<file path="config.mk">
export PLATFORM = sky130hd
export DESIGN_NAME = adder_ctrl_flat
export DESIGN_NICKNAME = d
export VERILOG_FILES = /design/src/rtl/adder_pkg.sv /design/src/rtl/adder_ctrl_if.sv /design/src/rtl/adder_wait_timer.sv /design/src/rtl/adder_ctrl.sv /design/src/flat_wrapper.sv
export SDC_FILE = /design/constraint.sdc
export NUM_CORES = 1
export LEC_CHECK = 0
export ABC_CLOCK_PERIOD_IN_PS = 1300
export CAP_MARGIN = 40
export CORE_MARGIN = 4
export CORE_UTILIZATION = 38
export CTS_BUF_LIST = sky130_fd_sc_hd__clkbuf_8
export DETAILED_ROUTE_END_ITERATION = 10
export PLACE_DENSITY = 0.79
export SETUP_SLACK_MARGIN = 0.1
export SLEW_MARGIN = 20
export SYNTH_ARGS = -nofsm -noshare
export SYNTH_HDL_FRONTEND = slang
export SYNTH_SLANG_ARGS = --single-unit
</file>
<file path="constraint.sdc">
create_clock -name clock -period 1.3 [get_ports clock]
set_clock_uncertainty 0.05 [all_clocks]
set_input_delay 0.13 -clock clock [delete_from_list [all_inputs] [get_ports clock]]
set_output_delay 0.13 -clock clock [all_outputs]
set_load 0.01 [all_outputs]
</file>
<file path="src/rtl/adder_pkg.sv">
// Shared types for the adding-machine control sequencer: opcodes, state
// encoding and the bundle of datapath strobes.
package adder_pkg;

  localparam logic [1:0] OP_LDA = 2'b00;
  localparam logic [1:0] OP_STA = 2'b01;
  localparam logic [1:0] OP_ADI = 2'b10;
  localparam logic [1:0] OP_JMP = 2'b11;

  // A bus-error halt has no state of its own: it is S_IDLE with bus_error set.
  typedef enum logic [2:0] {
    S_RST    = 3'd0,
    S_IDLE   = 3'd1,
    S_FETCH  = 3'd2,
    S_DECODE = 3'd3,
    S_LDA    = 3'd4,
    S_STA    = 3'd5,
    S_ADI    = 3'd6,
    S_JMP    = 3'd7
  } state_e;

  typedef struct packed {
    logic mem_rd;
    logic mem_wr;
    logic acc_on_dbus;
    logic load_ir;
    logic load_acc;
    logic sel_alu;
    logic sel_bus;
    logic pass_add;
    logic ld_pc;
    logic clr_pc;
    logic inc_pc;
    logic ir_on_adr;
    logic pc_on_adr;
    logic instr_done;
  } strobes_t;

  function automatic logic is_mem_state(input state_e s);
    return (s == S_FETCH) || (s == S_LDA) || (s == S_STA);
  endfunction

endpackage

</file>
<file path="src/rtl/adder_ctrl_if.sv">
// Control/handshake bundle between the sequencer (master) and the
// datapath plus memory model (slave).
interface adder_ctrl_if;
  logic       run;
  logic [1:0] opcode;
  logic       mem_ready;
  logic       mem_rd;
  logic       mem_wr;
  logic       acc_on_dbus;
  logic       load_IR;
  logic       load_acc;
  logic       sel_alu;
  logic       sel_bus;
  logic       pass_add;
  logic       ld_pc;
  logic       clr_pc;
  logic       inc_pc;
  logic       ir_on_adr;
  logic       pc_on_adr;
  logic       instr_done;
  logic       bus_error;
  logic [2:0] state_dbg;

  modport master (
    input  run, opcode, mem_ready,
    output mem_rd, mem_wr, acc_on_dbus, load_IR, load_acc, sel_alu, sel_bus,
           pass_add, ld_pc, clr_pc, inc_pc, ir_on_adr, pc_on_adr,
           instr_done, bus_error, state_dbg
  );

  modport slave (
    output run, opcode, mem_ready,
    input  mem_rd, mem_wr, acc_on_dbus, load_IR, load_acc, sel_alu, sel_bus,
           pass_add, ld_pc, clr_pc, inc_pc, ir_on_adr, pc_on_adr,
           instr_done, bus_error, state_dbg
  );
endinterface

</file>
<file path="src/rtl/adder_wait_timer.sv">
// Counts cycles spent waiting on mem_ready; hit_o flags that the
// configured limit has been reached (never, when WAIT_LIMIT is 0).
module adder_wait_timer #(
  parameter int WAIT_LIMIT = 15,
  parameter int CNT_W      = 4
) (
  input  logic clk_i,
  input  logic rst_i,
  input  logic clr_i,
  input  logic en_i,
  output logic hit_o
);
  logic [CNT_W-1:0] cnt_q;
  logic [CNT_W-1:0] cnt_d;

  always_comb begin
    if (clr_i) begin
      cnt_d = '0;
    end else if (en_i) begin
      cnt_d = cnt_q + CNT_W'(1);
    end else begin
      cnt_d = cnt_q;
    end
  end

  always_ff @(posedge clk_i or posedge rst_i) begin
    if (rst_i) begin
      cnt_q <= '0;
    end else begin
      cnt_q <= cnt_d;
    end
  end

  assign hit_o = (WAIT_LIMIT != 0) && (cnt_q == CNT_W'(WAIT_LIMIT));

endmodule

</file>
<file path="src/rtl/adder_ctrl.sv">
// Fetch/decode/execute sequencer for the 8-bit adding machine: drives the
// datapath strobes and a ready-based handshake to program memory.
module adder_ctrl
  import adder_pkg::*;
#(
  parameter int WAIT_LIMIT = 15,
  parameter int CNT_W      = 4
) (
  input logic          clock,
  input logic          reset,
  adder_ctrl_if.master ctrl_if
);
  state_e   state_q;
  state_e   state_d;
  logic     bus_error_q;
  logic     bus_error_d;
  strobes_t str;
  logic     in_mem;
  logic     wait_clr;
  logic     wait_en;
  logic     wait_hit;
  logic     timeout;

  // Counter is held clear outside memory states and on each completed access.
  assign in_mem   = is_mem_state(state_q);
  assign wait_clr = !in_mem || ctrl_if.mem_ready;
  assign wait_en  = in_mem && !ctrl_if.mem_ready;
  assign timeout  = wait_en && wait_hit;

  adder_wait_timer #(
    .WAIT_LIMIT (WAIT_LIMIT),
    .CNT_W      (CNT_W)
  ) u_wait_timer (
    .clk_i (clock),
    .rst_i (reset),
    .clr_i (wait_clr),
    .en_i  (wait_en),
    .hit_o (wait_hit)
  );

  always_ff @(posedge clock or posedge reset) begin
    if (reset) begin
      state_q     <= S_RST;
      bus_error_q <= 1'b0;
    end else begin
      state_q     <= state_d;
      bus_error_q <= bus_error_d;
    end
  end

  always_comb begin
    state_d     = state_q;
    bus_error_d = bus_error_q;
    case (state_q)
      S_RST:    state_d = ctrl_if.run ? S_FETCH : S_IDLE;
      S_IDLE: begin
        if (ctrl_if.run && !bus_error_q) begin
          state_d = S_FETCH;
        end else begin
          state_d = S_IDLE;
        end
      end
      S_FETCH: begin
        if (ctrl_if.mem_ready) begin
          state_d = S_DECODE;
        end else if (timeout) begin
          state_d     = S_IDLE;
          bus_error_d = 1'b1;
        end else begin
          state_d = S_FETCH;
        end
      end
      S_DECODE: begin
        case (ctrl_if.opcode)
          OP_LDA:  state_d = S_LDA;
          OP_STA:  state_d = S_STA;
          OP_ADI:  state_d = S_ADI;
          OP_JMP:  state_d = S_JMP;
          default: state_d = S_IDLE;
        endcase
      end
      S_LDA, S_STA: begin
        // A ready arriving on the limit cycle completes the access.
        if (ctrl_if.mem_ready) begin
          state_d = ctrl_if.run ? S_FETCH : S_IDLE;
        end else if (timeout) begin
          state_d     = S_IDLE;
          bus_error_d = 1'b1;
        end else begin
          state_d = state_q;
        end
      end
      S_ADI, S_JMP: state_d = ctrl_if.run ? S_FETCH : S_IDLE;
      default:      state_d = S_IDLE;
    endcase
  end

  // Only load_IR/inc_pc/sel_bus/load_acc/instr_done depend on mem_ready.
  always_comb begin
    str = '0;
    case (state_q)
      S_RST: str.clr_pc = 1'b1;
      S_FETCH: begin
        str.pc_on_adr = 1'b1;
        str.mem_rd    = 1'b1;
        str.load_ir   = ctrl_if.mem_ready;
        str.inc_pc    = ctrl_if.mem_ready;
      end
      S_LDA: begin
        str.ir_on_adr  = 1'b1;
        str.mem_rd     = 1'b1;
        str.sel_bus    = ctrl_if.mem_ready;
        str.load_acc   = ctrl_if.mem_ready;
        str.instr_done = ctrl_if.mem_ready;
      end
      S_STA: begin
        str.ir_on_adr   = 1'b1;
        str.mem_wr      = 1'b1;
        str.acc_on_dbus = 1'b1;
        str.instr_done  = ctrl_if.mem_ready;
      end
      S_ADI: begin
        str.sel_alu    = 1'b1;
        str.pass_add   = 1'b1;
        str.load_acc   = 1'b1;
        str.instr_done = 1'b1;
      end
      S_JMP: begin
        str.ld_pc      = 1'b1;
        str.instr_done = 1'b1;
      end
      default: str = '0;
    endcase
  end

  assign ctrl_if.mem_rd      = str.mem_rd;
  assign ctrl_if.mem_wr      = str.mem_wr;
  assign ctrl_if.acc_on_dbus = str.acc_on_dbus;
  assign ctrl_if.load_IR     = str.load_ir;
  assign ctrl_if.load_acc    = str.load_acc;
  assign ctrl_if.sel_alu     = str.sel_alu;
  assign ctrl_if.sel_bus     = str.sel_bus;
  assign ctrl_if.pass_add    = str.pass_add;
  assign ctrl_if.ld_pc       = str.ld_pc;
  assign ctrl_if.clr_pc      = str.clr_pc;
  assign ctrl_if.inc_pc      = str.inc_pc;
  assign ctrl_if.ir_on_adr   = str.ir_on_adr;
  assign ctrl_if.pc_on_adr   = str.pc_on_adr;
  assign ctrl_if.instr_done  = str.instr_done;
  assign ctrl_if.bus_error   = bus_error_q;
  assign ctrl_if.state_dbg   = state_q;

endmodule
</file>
<file path="src/flat_wrapper.sv">
// flat-port wrapper written by rule: the top's interface ports become plain ports
module adder_ctrl_flat import adder_pkg::*;
#(
  parameter int WAIT_LIMIT = 15,
  parameter int CNT_W      = 4
)
  (clock, reset, ctrl_if_run, ctrl_if_opcode, ctrl_if_mem_ready, ctrl_if_mem_rd, ctrl_if_mem_wr, ctrl_if_acc_on_dbus, ctrl_if_load_IR, ctrl_if_load_acc, ctrl_if_sel_alu, ctrl_if_sel_bus, ctrl_if_pass_add, ctrl_if_ld_pc, ctrl_if_clr_pc, ctrl_if_inc_pc, ctrl_if_ir_on_adr, ctrl_if_pc_on_adr, ctrl_if_instr_done, ctrl_if_bus_error, ctrl_if_state_dbg);
  adder_ctrl_if ctrl_if_i ();
  input logic clock;
  input logic reset;
  input wire logic [$bits(ctrl_if_i.run)-1:0] ctrl_if_run;
  input wire logic [$bits(ctrl_if_i.opcode)-1:0] ctrl_if_opcode;
  input wire logic [$bits(ctrl_if_i.mem_ready)-1:0] ctrl_if_mem_ready;
  output wire logic [$bits(ctrl_if_i.mem_rd)-1:0] ctrl_if_mem_rd;
  output wire logic [$bits(ctrl_if_i.mem_wr)-1:0] ctrl_if_mem_wr;
  output wire logic [$bits(ctrl_if_i.acc_on_dbus)-1:0] ctrl_if_acc_on_dbus;
  output wire logic [$bits(ctrl_if_i.load_IR)-1:0] ctrl_if_load_IR;
  output wire logic [$bits(ctrl_if_i.load_acc)-1:0] ctrl_if_load_acc;
  output wire logic [$bits(ctrl_if_i.sel_alu)-1:0] ctrl_if_sel_alu;
  output wire logic [$bits(ctrl_if_i.sel_bus)-1:0] ctrl_if_sel_bus;
  output wire logic [$bits(ctrl_if_i.pass_add)-1:0] ctrl_if_pass_add;
  output wire logic [$bits(ctrl_if_i.ld_pc)-1:0] ctrl_if_ld_pc;
  output wire logic [$bits(ctrl_if_i.clr_pc)-1:0] ctrl_if_clr_pc;
  output wire logic [$bits(ctrl_if_i.inc_pc)-1:0] ctrl_if_inc_pc;
  output wire logic [$bits(ctrl_if_i.ir_on_adr)-1:0] ctrl_if_ir_on_adr;
  output wire logic [$bits(ctrl_if_i.pc_on_adr)-1:0] ctrl_if_pc_on_adr;
  output wire logic [$bits(ctrl_if_i.instr_done)-1:0] ctrl_if_instr_done;
  output wire logic [$bits(ctrl_if_i.bus_error)-1:0] ctrl_if_bus_error;
  output wire logic [$bits(ctrl_if_i.state_dbg)-1:0] ctrl_if_state_dbg;
  assign ctrl_if_i.run = ctrl_if_run;
  assign ctrl_if_i.opcode = ctrl_if_opcode;
  assign ctrl_if_i.mem_ready = ctrl_if_mem_ready;
  assign ctrl_if_mem_rd = ctrl_if_i.mem_rd;
  assign ctrl_if_mem_wr = ctrl_if_i.mem_wr;
  assign ctrl_if_acc_on_dbus = ctrl_if_i.acc_on_dbus;
  assign ctrl_if_load_IR = ctrl_if_i.load_IR;
  assign ctrl_if_load_acc = ctrl_if_i.load_acc;
  assign ctrl_if_sel_alu = ctrl_if_i.sel_alu;
  assign ctrl_if_sel_bus = ctrl_if_i.sel_bus;
  assign ctrl_if_pass_add = ctrl_if_i.pass_add;
  assign ctrl_if_ld_pc = ctrl_if_i.ld_pc;
  assign ctrl_if_clr_pc = ctrl_if_i.clr_pc;
  assign ctrl_if_inc_pc = ctrl_if_i.inc_pc;
  assign ctrl_if_ir_on_adr = ctrl_if_i.ir_on_adr;
  assign ctrl_if_pc_on_adr = ctrl_if_i.pc_on_adr;
  assign ctrl_if_instr_done = ctrl_if_i.instr_done;
  assign ctrl_if_bus_error = ctrl_if_i.bus_error;
  assign ctrl_if_state_dbg = ctrl_if_i.state_dbg;
  adder_ctrl #(.WAIT_LIMIT(WAIT_LIMIT), .CNT_W(CNT_W)) u_core (.clock(clock), .reset(reset), .ctrl_if(ctrl_if_i));
endmodule
</file>
=== Yosys cells after proc, flatten, opt, wreduce, memory -nomap -nowiden ===
Cells that the tools add are included.

* Add/sub/neg operators: 1
* Eq/ne operators: 12
* Multiplexer cells: 21
* Bitwise gates (word level): 1
* Reduce and logical (&&, ||, !) cells: 18

{| class="wikitable"
|+ Operators by type and width
! kind !! number
|-
| 3-bit one-hot mux with 5 select lines || 1
|-
| 3-bit == test, second input constant || 4
|-
| 3-bit one-hot mux with 4 select lines || 1
|-
| 3-bit 2-to-1 mux || 3
|-
| 1-bit 2-to-1 mux || 8
|-
| 2-bit 2-to-1 mux || 4
|-
| 4-bit 2-to-1 mux || 2
|-
| 3-bit by 2-bit == test with 1-bit output, second input constant || 2
|-
| 2-bit OR reduction || 3
|-
| 3-bit OR reduction || 2
|-
| 4-bit by 1-bit adder with 4-bit output, second input constant || 1
|-
| 2-bit == test, second input constant || 2
|-
| 4-bit == test, second input constant || 1
|-
| 1-bit one-hot mux with 2 select lines || 2
|-
| 3-bit by 1-bit == test with 1-bit output, second input constant || 1
|-
| 1-bit logical AND || 3
|-
| 1-bit logical NOT || 3
|-
| 3-bit logical NOT || 1
|-
| 1-bit logical OR || 3
|-
| 3-bit by 1-bit inequality test with 1-bit output, second input constant || 1
|-
| 3-bit AND reduction || 1
|-
| 2-bit by 1-bit == test with 1-bit output, second input constant || 1
|-
| 2-bit logical NOT || 1
|-
| 2-bit nonzero test || 1
|-
| 1-bit NOT || 1
|}

* Flip-flop bits (word level): 8
* Bits of input ports: 6
* Output and inout port bits: 18
* Logic and storage cells: 56

=== Depth between registers and ports, before layout ===
Gate-level depths: netlist of run 1.

* Depth after elaboration: 8
* Gate-level depth with buffers: 5
* Mapped depth without buffers: 5

=== Modules after synthesis ===
Synthesis of run 1 repeated with hierarchy kept, for this count alone.

* Cell total of the unflattened synthesis: 64
* Area, all modules: 588.1 µm²

{| class="wikitable"
|+ Modules (own cells, without submodules)
! module !! instances !! cells each !! area an instance (µm²) !! sequential area each (µm²)
|-
| adder_ctrl || 1 || 46 || 385.4 || 100.1
|-
| adder_wait_timer || 1 || 18 || 202.7 || 100.1
|}

=== Worst setup path before layout of run 1 ===
No wires, ideal clock.

* Kind: reg2out
* From: reg u_core.state_q[0], in the netlist u_core.ctrl_if.state_dbg[0]
* To: out ctrl_if_load_IR
* Data arrival time: 1.362 ns
* Data required time: 1.120 ns
* Path slack: -0.242 ns
* Cell stages (with the launch flop): 4
* Buffers on the path: 1
* Cell sequence: dfrtp_1 > nor3b_1 > and2_1 > buf_4

* Longest elaborated chain between the ends: 2

{| class="wikitable"
|+ Ends and longest elaborated chain
! item !! line !! text
|-
| from (decl) || adder_ctrl.sv:13 || <nowiki>state_e state_q;</nowiki>
|-
| from (signal assigned) || adder_ctrl.sv:46 || <nowiki>state_q <= state_d;</nowiki>
|-
| 3-bit by 2-bit == test with 1-bit output || -- ||
|-
| 1-bit 2-to-1 mux || -- ||
|-
| to (decl) || flat_wrapper.sv:17 || <nowiki>output wire logic [$bits(ctrl_if_i.load_IR)-1:0] ctrl_if_load_IR;</nowiki>
|}

Every way passes these cells.

=== Worst setup path in the final report of run 1 ===
* From: reg u_core.state_q[0], in the netlist u_core.ctrl_if.state_dbg[0]
* To: reg u_core.state_q[0], in the netlist u_core.ctrl_if.state_dbg[0]

* Longest elaborated chain between the ends: 8
* Elaborated cells between the ends (all ways): 18
* Those cells by class: 8 x eq/ne; 3 x mux; 7 x reduce/logical

{| class="wikitable"
|+ Ends and longest elaborated chain
! item !! line !! text
|-
| 3-bit by 2-bit == test with 1-bit output or 3-bit == test (tied branches) || adder_pkg.sv:40, adder_ctrl.sv:54 ||
|-
| 1-bit logical OR (2 in series) || adder_pkg.sv:40 || <nowiki>return (s == S_FETCH) || (s == S_LDA) || (s == S_STA);</nowiki>
|-
| 1-bit logical AND || adder_ctrl.sv:27 || <nowiki>assign wait_en = in_mem && !ctrl_if.mem_ready;</nowiki>
|-
| 1-bit logical AND || adder_ctrl.sv:28 || <nowiki>assign timeout = wait_en && wait_hit;</nowiki>
|-
| 2-bit 2-to-1 mux || adder_ctrl.sv:66 || <nowiki>end else if (timeout) begin</nowiki>
|-
| 3-bit 2-to-1 mux || adder_ctrl.sv:64 || <nowiki>if (ctrl_if.mem_ready) begin</nowiki>
|-
| 3-bit one-hot mux with 5 select lines || adder_ctrl.sv:54 || <nowiki>case (state_q)</nowiki>
|}

Parallel ways exist; a longest one is shown, timed or not.
A chain may end at the register's enable or synchronous reset.

==> impl_metrics.ini, run 1 <==
[run_status]
status = finished, violations left
violations = negative setup slack

[setup_path]
rr_startpoint = u_core.ctrl_if.state_dbg[0]
cp_max_fo = 7
start_kind = register
cp-end-kind = register
critPathLaunch = u_core.ctrl_if.state_dbg[0]
path_class = reg -> reg
worstPathArrival_ns = 1.68
cp.required_ns = 1.41

[clocking]
h-tree-depth = 1
path_clk_slew_ns = 0.04
holdBufCountCts = 0
cts_tree = yes
clockRootBuffer = clkbuf_8
clock_sinks = 8
ctsLongestPathBuffers = 2
cts_inserted_buffers = 3
clock_latency_ns = 0.22

[power_and_ir_drop]
p_leak_nw = 0.567
peakVddDrop_mv = 1.16
pwr-share-seq = 0.160
power.switching_mw = 0.904
internal_power_mw = 1.52
clkPwrFrac = 0.124
swShare = 0.373
comb_power_share = 0.716
total_power_mw = 2.42
p_per_area_nw_per_um2 = 2120

[synth]
ys.flop_type = dfrtp_1
ys_types = 31
async_flop_share = 1.00
synth_edf_count = 0
yosysSeqAreaShare = 0.352
syn-num-nets = 71
ys_warn_count = 0
syn_area_um2 = 568
synth.avg_cell_area_um2 = 8.88
synth_seq_cells = 8
synthesis.instances = 64

[drt]
ant_nets = 0
drt_first_iter_violations = 9
route.detailed.drc = 0
wl_mm = 1.84
via_count = 652
vias_per_cell = 5.13
drtPass1Iterations = 4
wl_per_cell_um = 14.5

[floorplan]
fp.dieH_um = 46.7
io_pins = 24
initial_core_util = 0.421
die_area_um2 = 2180
num_rows = 13
core_area_um2 = 1350
die_w_um = 46.7

[final_layout]
n_antenna_cell = 0
fill_cells = 73
drive_gt1_frac = 0.563
multiInputGateArea_um2 = 403
layout_common_cells = 16 x buf_6, 16 x buf_4, 7 x dfrtp_1, 6 x buf_2, 5 x nor2_1
fin_nets = 120
syn_to_final_growth_pct = 101
regArea_um2 = 201

[global_route]
grt_max_degree = 12
track_usage = 0.184
grt-ovfl-total = 0
antenna_found_initial = 0
grt_pass1_vias = 644
grt_pass1_wl_mm = 2.82

[sta]
worst_hold_slack_ns = 0.105
tns_ns = -1.86
finalCriticalPeriod_ns = 1.57
slew_headroom = 0.786
rsz0062_at_grt = yes
hold_viol_final = 0
worst_slack_ns = -0.266
worst_pin_slew_ns = 0.320
fmaxAchievable_mhz = 639
finalSetupViolations = 18
fin_crit_sh = 1.20
slew_violations = 0

[job]
drv_cap = 0

[placement]
gp_congestion = 0.805
hpwlAfterDp_mm = 1.20
place.port_buffers = 23

[hold_path]
holdCritPathClass = in -> async
==> repair_timing <==
action,in CTS,in global routing
setup buffers,5,3
resized for setup,81,12
pin swaps,9,8
setup endpoints to repair,25,24
==> registers in the layout (all words and copies together) (netlist names) <==
name / count
u_core.u_wait_timer.cnt_q: 4
u_core.ctrl_if.bus_error: 1
u_core.ctrl_if.state_dbg: 3
==> routing by layer <==
metal | track usage | share of wire | vias up
met5 | 0 | 0 | -
met4 | 0.0497 | 0 | 0
met3 | 0.0313 | 0.065 | 0
met2 | 0.343 | 0.54 | 22
met1 | 0.211 | 0.40 | 311
li1 | - | - | 319
==> cell type report <==
class                           instances  area share
Clock buffer                            3      0.0361
Clock inverter                          1     0.00329
Inverter                                4      0.0153
Multi-Input combinational cell         46       0.353
Sequential cell                         8       0.176
Tap cell                               15      0.0164
Timing Repair Buffer                   50       0.400
==> power by group through the flow <==
stage	Combinational, mW	Clock (mW)	Sequential (mW)
after CTS	1.50	0.307	0.383
after global routing	1.87	0.336	0.393
final	1.73	0.300	0.387
after global placement	1.26	0	0.385
after detailed placement	1.29	0	0.388
after floorplan	0.647	0	0.410
==> cell usage after synthesis (2+ instances only) <==
master / number / area share
nand2b_1: 2 / 0.022
buf_2: 2 / 0.018
dfrtp_1: 8 / 0.35
nand3_1: 3 / 0.026
a221oi_2: 2 / 0.053
nor2_1: 6 / 0.040
nand2_1: 2 / 0.013
nor2b_1: 3 / 0.033
buf_4: 3 / 0.040
inv_1: 4 / 0.026
o21ai_1: 2 / 0.018
nor3b_1: 2 / 0.026
nor3_1: 3 / 0.026
and2_1: 2 / 0.022
o21a_1: 2 / 0.026
a31oi_1: 2 / 0.022
o21bai_1: 2 / 0.026
==> logic make-up (layout without fill, tap and decap cells) <==
family	after synthesis	after routing	synth area share
simple gates	27	27	0.262
compound gates	15	15	0.211
buf+inv	10	58	0.104
flops	8	8	0.352
xor+xnor	2	2	0.0308
fa+ha+maj	1	1	0.0220
mux	1	1	0.0176
==> path summary, 6_finish.rpt <==
check / endpoint / slack [ns] / depth (start not counted)
setup / recovery: u_core.ctrl_if.state_dbg[0] / -0.27 / 5
hold / removal: u_core.u_wait_timer.cnt_q[0] / 0.10 / 2
setup reg to reg: u_core.ctrl_if.state_dbg[0] / -0.27 / 5
hold reg to reg: u_core.ctrl_if.bus_error / 0.53 / 1
max in group asynchronous: u_core.ctrl_if.state_dbg[2] / 0.84 / 2
min in group clock: u_core.ctrl_if.state_dbg[1] / 0.35 / 4
==> stage by stage <==
| step | setup WS (ns) | cell area, µm² | std cells | utilization |
|---|---|---|---|---|
| floorplan | -0.0764 | 588 | 64 | - |
| global route | -0.270 | 1140 | 127 | 0.846 |
| finish | -0.266 | 1140 | 127 | 0.846 |
| detailed placement | -0.341 | 933 | 115 | 0.691 |
| CTS | -0.154 | 1050 | 124 | 0.778 |
| global placement | -0.348 | 933 | 115 | 0.691 |
==> worst max-delay path: stages (launching register included) <==
cell	delay, ns
dfrtp_1	0.39
buf_6	0.14
buf_6	0.12
or3b_1	0.39
a31oi_1	0.25
a221o_1	0.16
Power figures use the tool's default switching activity.
==> run 2: changes to the inputs <==
ABC_CLOCK_PERIOD_IN_PS = default   (was 1300)
GPL_TIMING_DRIVEN = 0   (was default)
==> run 2 against run 1 <==
  * Utilization is 1.8 points lower
  * Critical path type is now reg -> out
  * Worst hold slack worse by 0.015 ns
  * Critical endpoint is now ctrl_if_load_acc
  * Register-to-register slack better by 0.09 ns
  * Sequential power is 10% higher
  * Clock-buffer cell count stayed put
  * Sequential cell count stayed put
  * Maximum frequency is 4.7% higher
  * Non-clock buffer count is 3 lower
  * Die area stayed put
  * The run still ends with negative setup slack left
  * Routed wire length is 19% higher
  * Final area is 2.1% lower
==> impl_metrics.ini, run 2 (same netlist as run 1, synthesis figures left out) <==
[job]
drv_cap = 0

[clocking]
cts_inserted_buffers = 3
clockRootBuffer = clkbuf_8
clock_sinks = 8
clock_latency_ns = 0.23
ctsLongestPathBuffers = 2
cts_tree = yes
path_clk_slew_ns = 0.04
h-tree-depth = 1

[final_layout]
drive_gt1_frac = 0.596
fin_util = 0.829
top_register = u_core.u_wait_timer.cnt_q
n_antenna_cell = 0
fin_nets = 117
fin_area_um2 = 1120
layout_common_cells = 20 x buf_6, 12 x buf_4, 7 x buf_2, 5 x dfrtp_1
largest_reg_flops = 4
final_common_cell = buf_6
syn_to_final_growth_pct = 96.9

[setup_path]
cp.required_ns = 1.12
cp_max_fo = 5
slowest_delay_ns = 0.45
path_class = reg -> out
path_buf_inv = 3
worstPathArrival_ns = 1.32
cpMostUsedCell = buf_6
cp-end-kind = output pin
critical-path-top-delay-family = flip-flops
start_kind = register
r2r_setup_slack_ns = -0.18
slowest_stage = dfrtp_2
crit_chain = buf_6 > buf_6 > o21a_1 > nor2b_1 > buf_2

[floorplan]
core_area_um2 = 1350
initial_core_util = 0.421
die_w_um = 46.7
die_area_um2 = 2180
io_pins = 24
fp.dieH_um = 46.7
num_rows = 13

[power_and_ir_drop]
power.switching_mw = 0.981
p_per_area_nw_per_um2 = 2240
swShare = 0.391
clkPwrFrac = 0.123
peakVddDrop_mv = 1.18
internal_power_mw = 1.53
comb_power_share = 0.707
pwr-share-seq = 0.170
p_leak_nw = 0.536

[placement]
gp_congestion = 0.778
place.port_buffers = 23
place_ws_ns = -0.456
place_area_um2 = 837
hpwlAfterDp_mm = 1.04

[sta]
fmaxAchievable_mhz = 669
fin_crit_sh = 1.15
slew_headroom = 0.774
worst_slack_ns = -0.195
finalSetupViolations = 15
hold_viol_final = 0
worst_pin_slew_ns = 0.339
rsz0062_at_grt = yes
finalCriticalPeriod_ns = 1.50
slew_violations = 0

[drt]
via_count = 689
drt_first_iter_violations = 15
wl_mm = 2.20
ant_nets = 0
wl_per_cell_um = 17.7
vias_per_cell = 5.56
route.detailed.drc = 0
drtPass1Iterations = 4

[global_route]
antenna_found_initial = 0
grt_max_degree = 11
grt-ovfl-total = 0
grt_pass1_vias = 672
grt_pass1_wl_mm = 3.15
track_usage = 0.206

[hold_path]
holdCritPathClass = in -> async

[run_status]
status = finished, violations left
violations = negative setup slack
run 2: routing by layer:
layer / track usage / part of all wire
met4: 0.116 / 0.030
met3: 0.0313 / 0.077
met5: 0 / 0
met2: 0.365 / 0.51
met1: 0.231 / 0.38
run 2: power groups by stage:
| stage | Sequential [mW] | Combinational, mW | Clock [mW] |
|---|---|---|---|
| 2_1_floorplan | 0.410 | 0.647 | 0 |
| 3_3_place_gp | 0.412 | 1.10 | 0 |
| 3_5_place_dp | 0.413 | 1.11 | 0 |
| 4_1_cts | 0.408 | 1.58 | 0.317 |
| 5_1_grt | 0.438 | 1.88 | 0.330 |
| 6_report | 0.426 | 1.77 | 0.308 |
run 2: metrics by stage:
step,cells,TNS (ns),power [mW],hold slack (ns)
final,124,-1.76,2.51,0.0892
after global routing,124,-2.39,2.65,0.128
after CTS,122,-1.32,2.31,0.103
after detailed placement,102,-5.23,1.53,0.356
after global placement,102,-5.16,1.51,0.347
after floorplan,64,-0.169,1.06,-0.104
run 2: area by class of cell:
type,count,area [µm²]
Multi-Input combinational cell,46,412
Timing Repair Buffer,41,358
Fill cell,68,231
Sequential cell,8,204
Buffer,6,63.8
Clock buffer,3,41.3
Tap cell,15,18.8
Inverter,4,17.5
Clock inverter,1,3.75
run 2: final timing paths:
path	start	endpoint	cells after the start
min reg2reg	u_core.ctrl_if.bus_error	u_core.ctrl_if.bus_error	1
max in group asynchronous	reset	u_core.ctrl_if.state_dbg[0]	2
max reg2reg	u_core.ctrl_if.state_dbg[2]	u_core.ctrl_if.state_dbg[0]	5
min in group clock	ctrl_if_mem_ready	u_core.ctrl_if.state_dbg[1]	3
min	reset	u_core.u_wait_timer.cnt_q[2]	2
max	u_core.ctrl_if.state_dbg[2]	ctrl_if_load_acc	5
run 2: worst register-to-register path, stage by stage, from the launching register on:
cell	delay (ns)
dfrtp_2	0.45
buf_6	0.15
buf_6	0.12
a21oi_2	0.17
o21ai_1	0.10
a221o_1	0.30
run 2: repair_timing:
| item | CTS | global route |
|---|---|---|
| setup buffers | 16 | 2 |
| hold endpoints to repair | 0 | 0 |
| cloned | 0 | 1 |
| gates resized for setup | 96 | 14 |
| pin swaps | 11 | 6 |
| endpoints found under the setup margin | 25 | 23 |
| hold buffers | 0 | 0 |
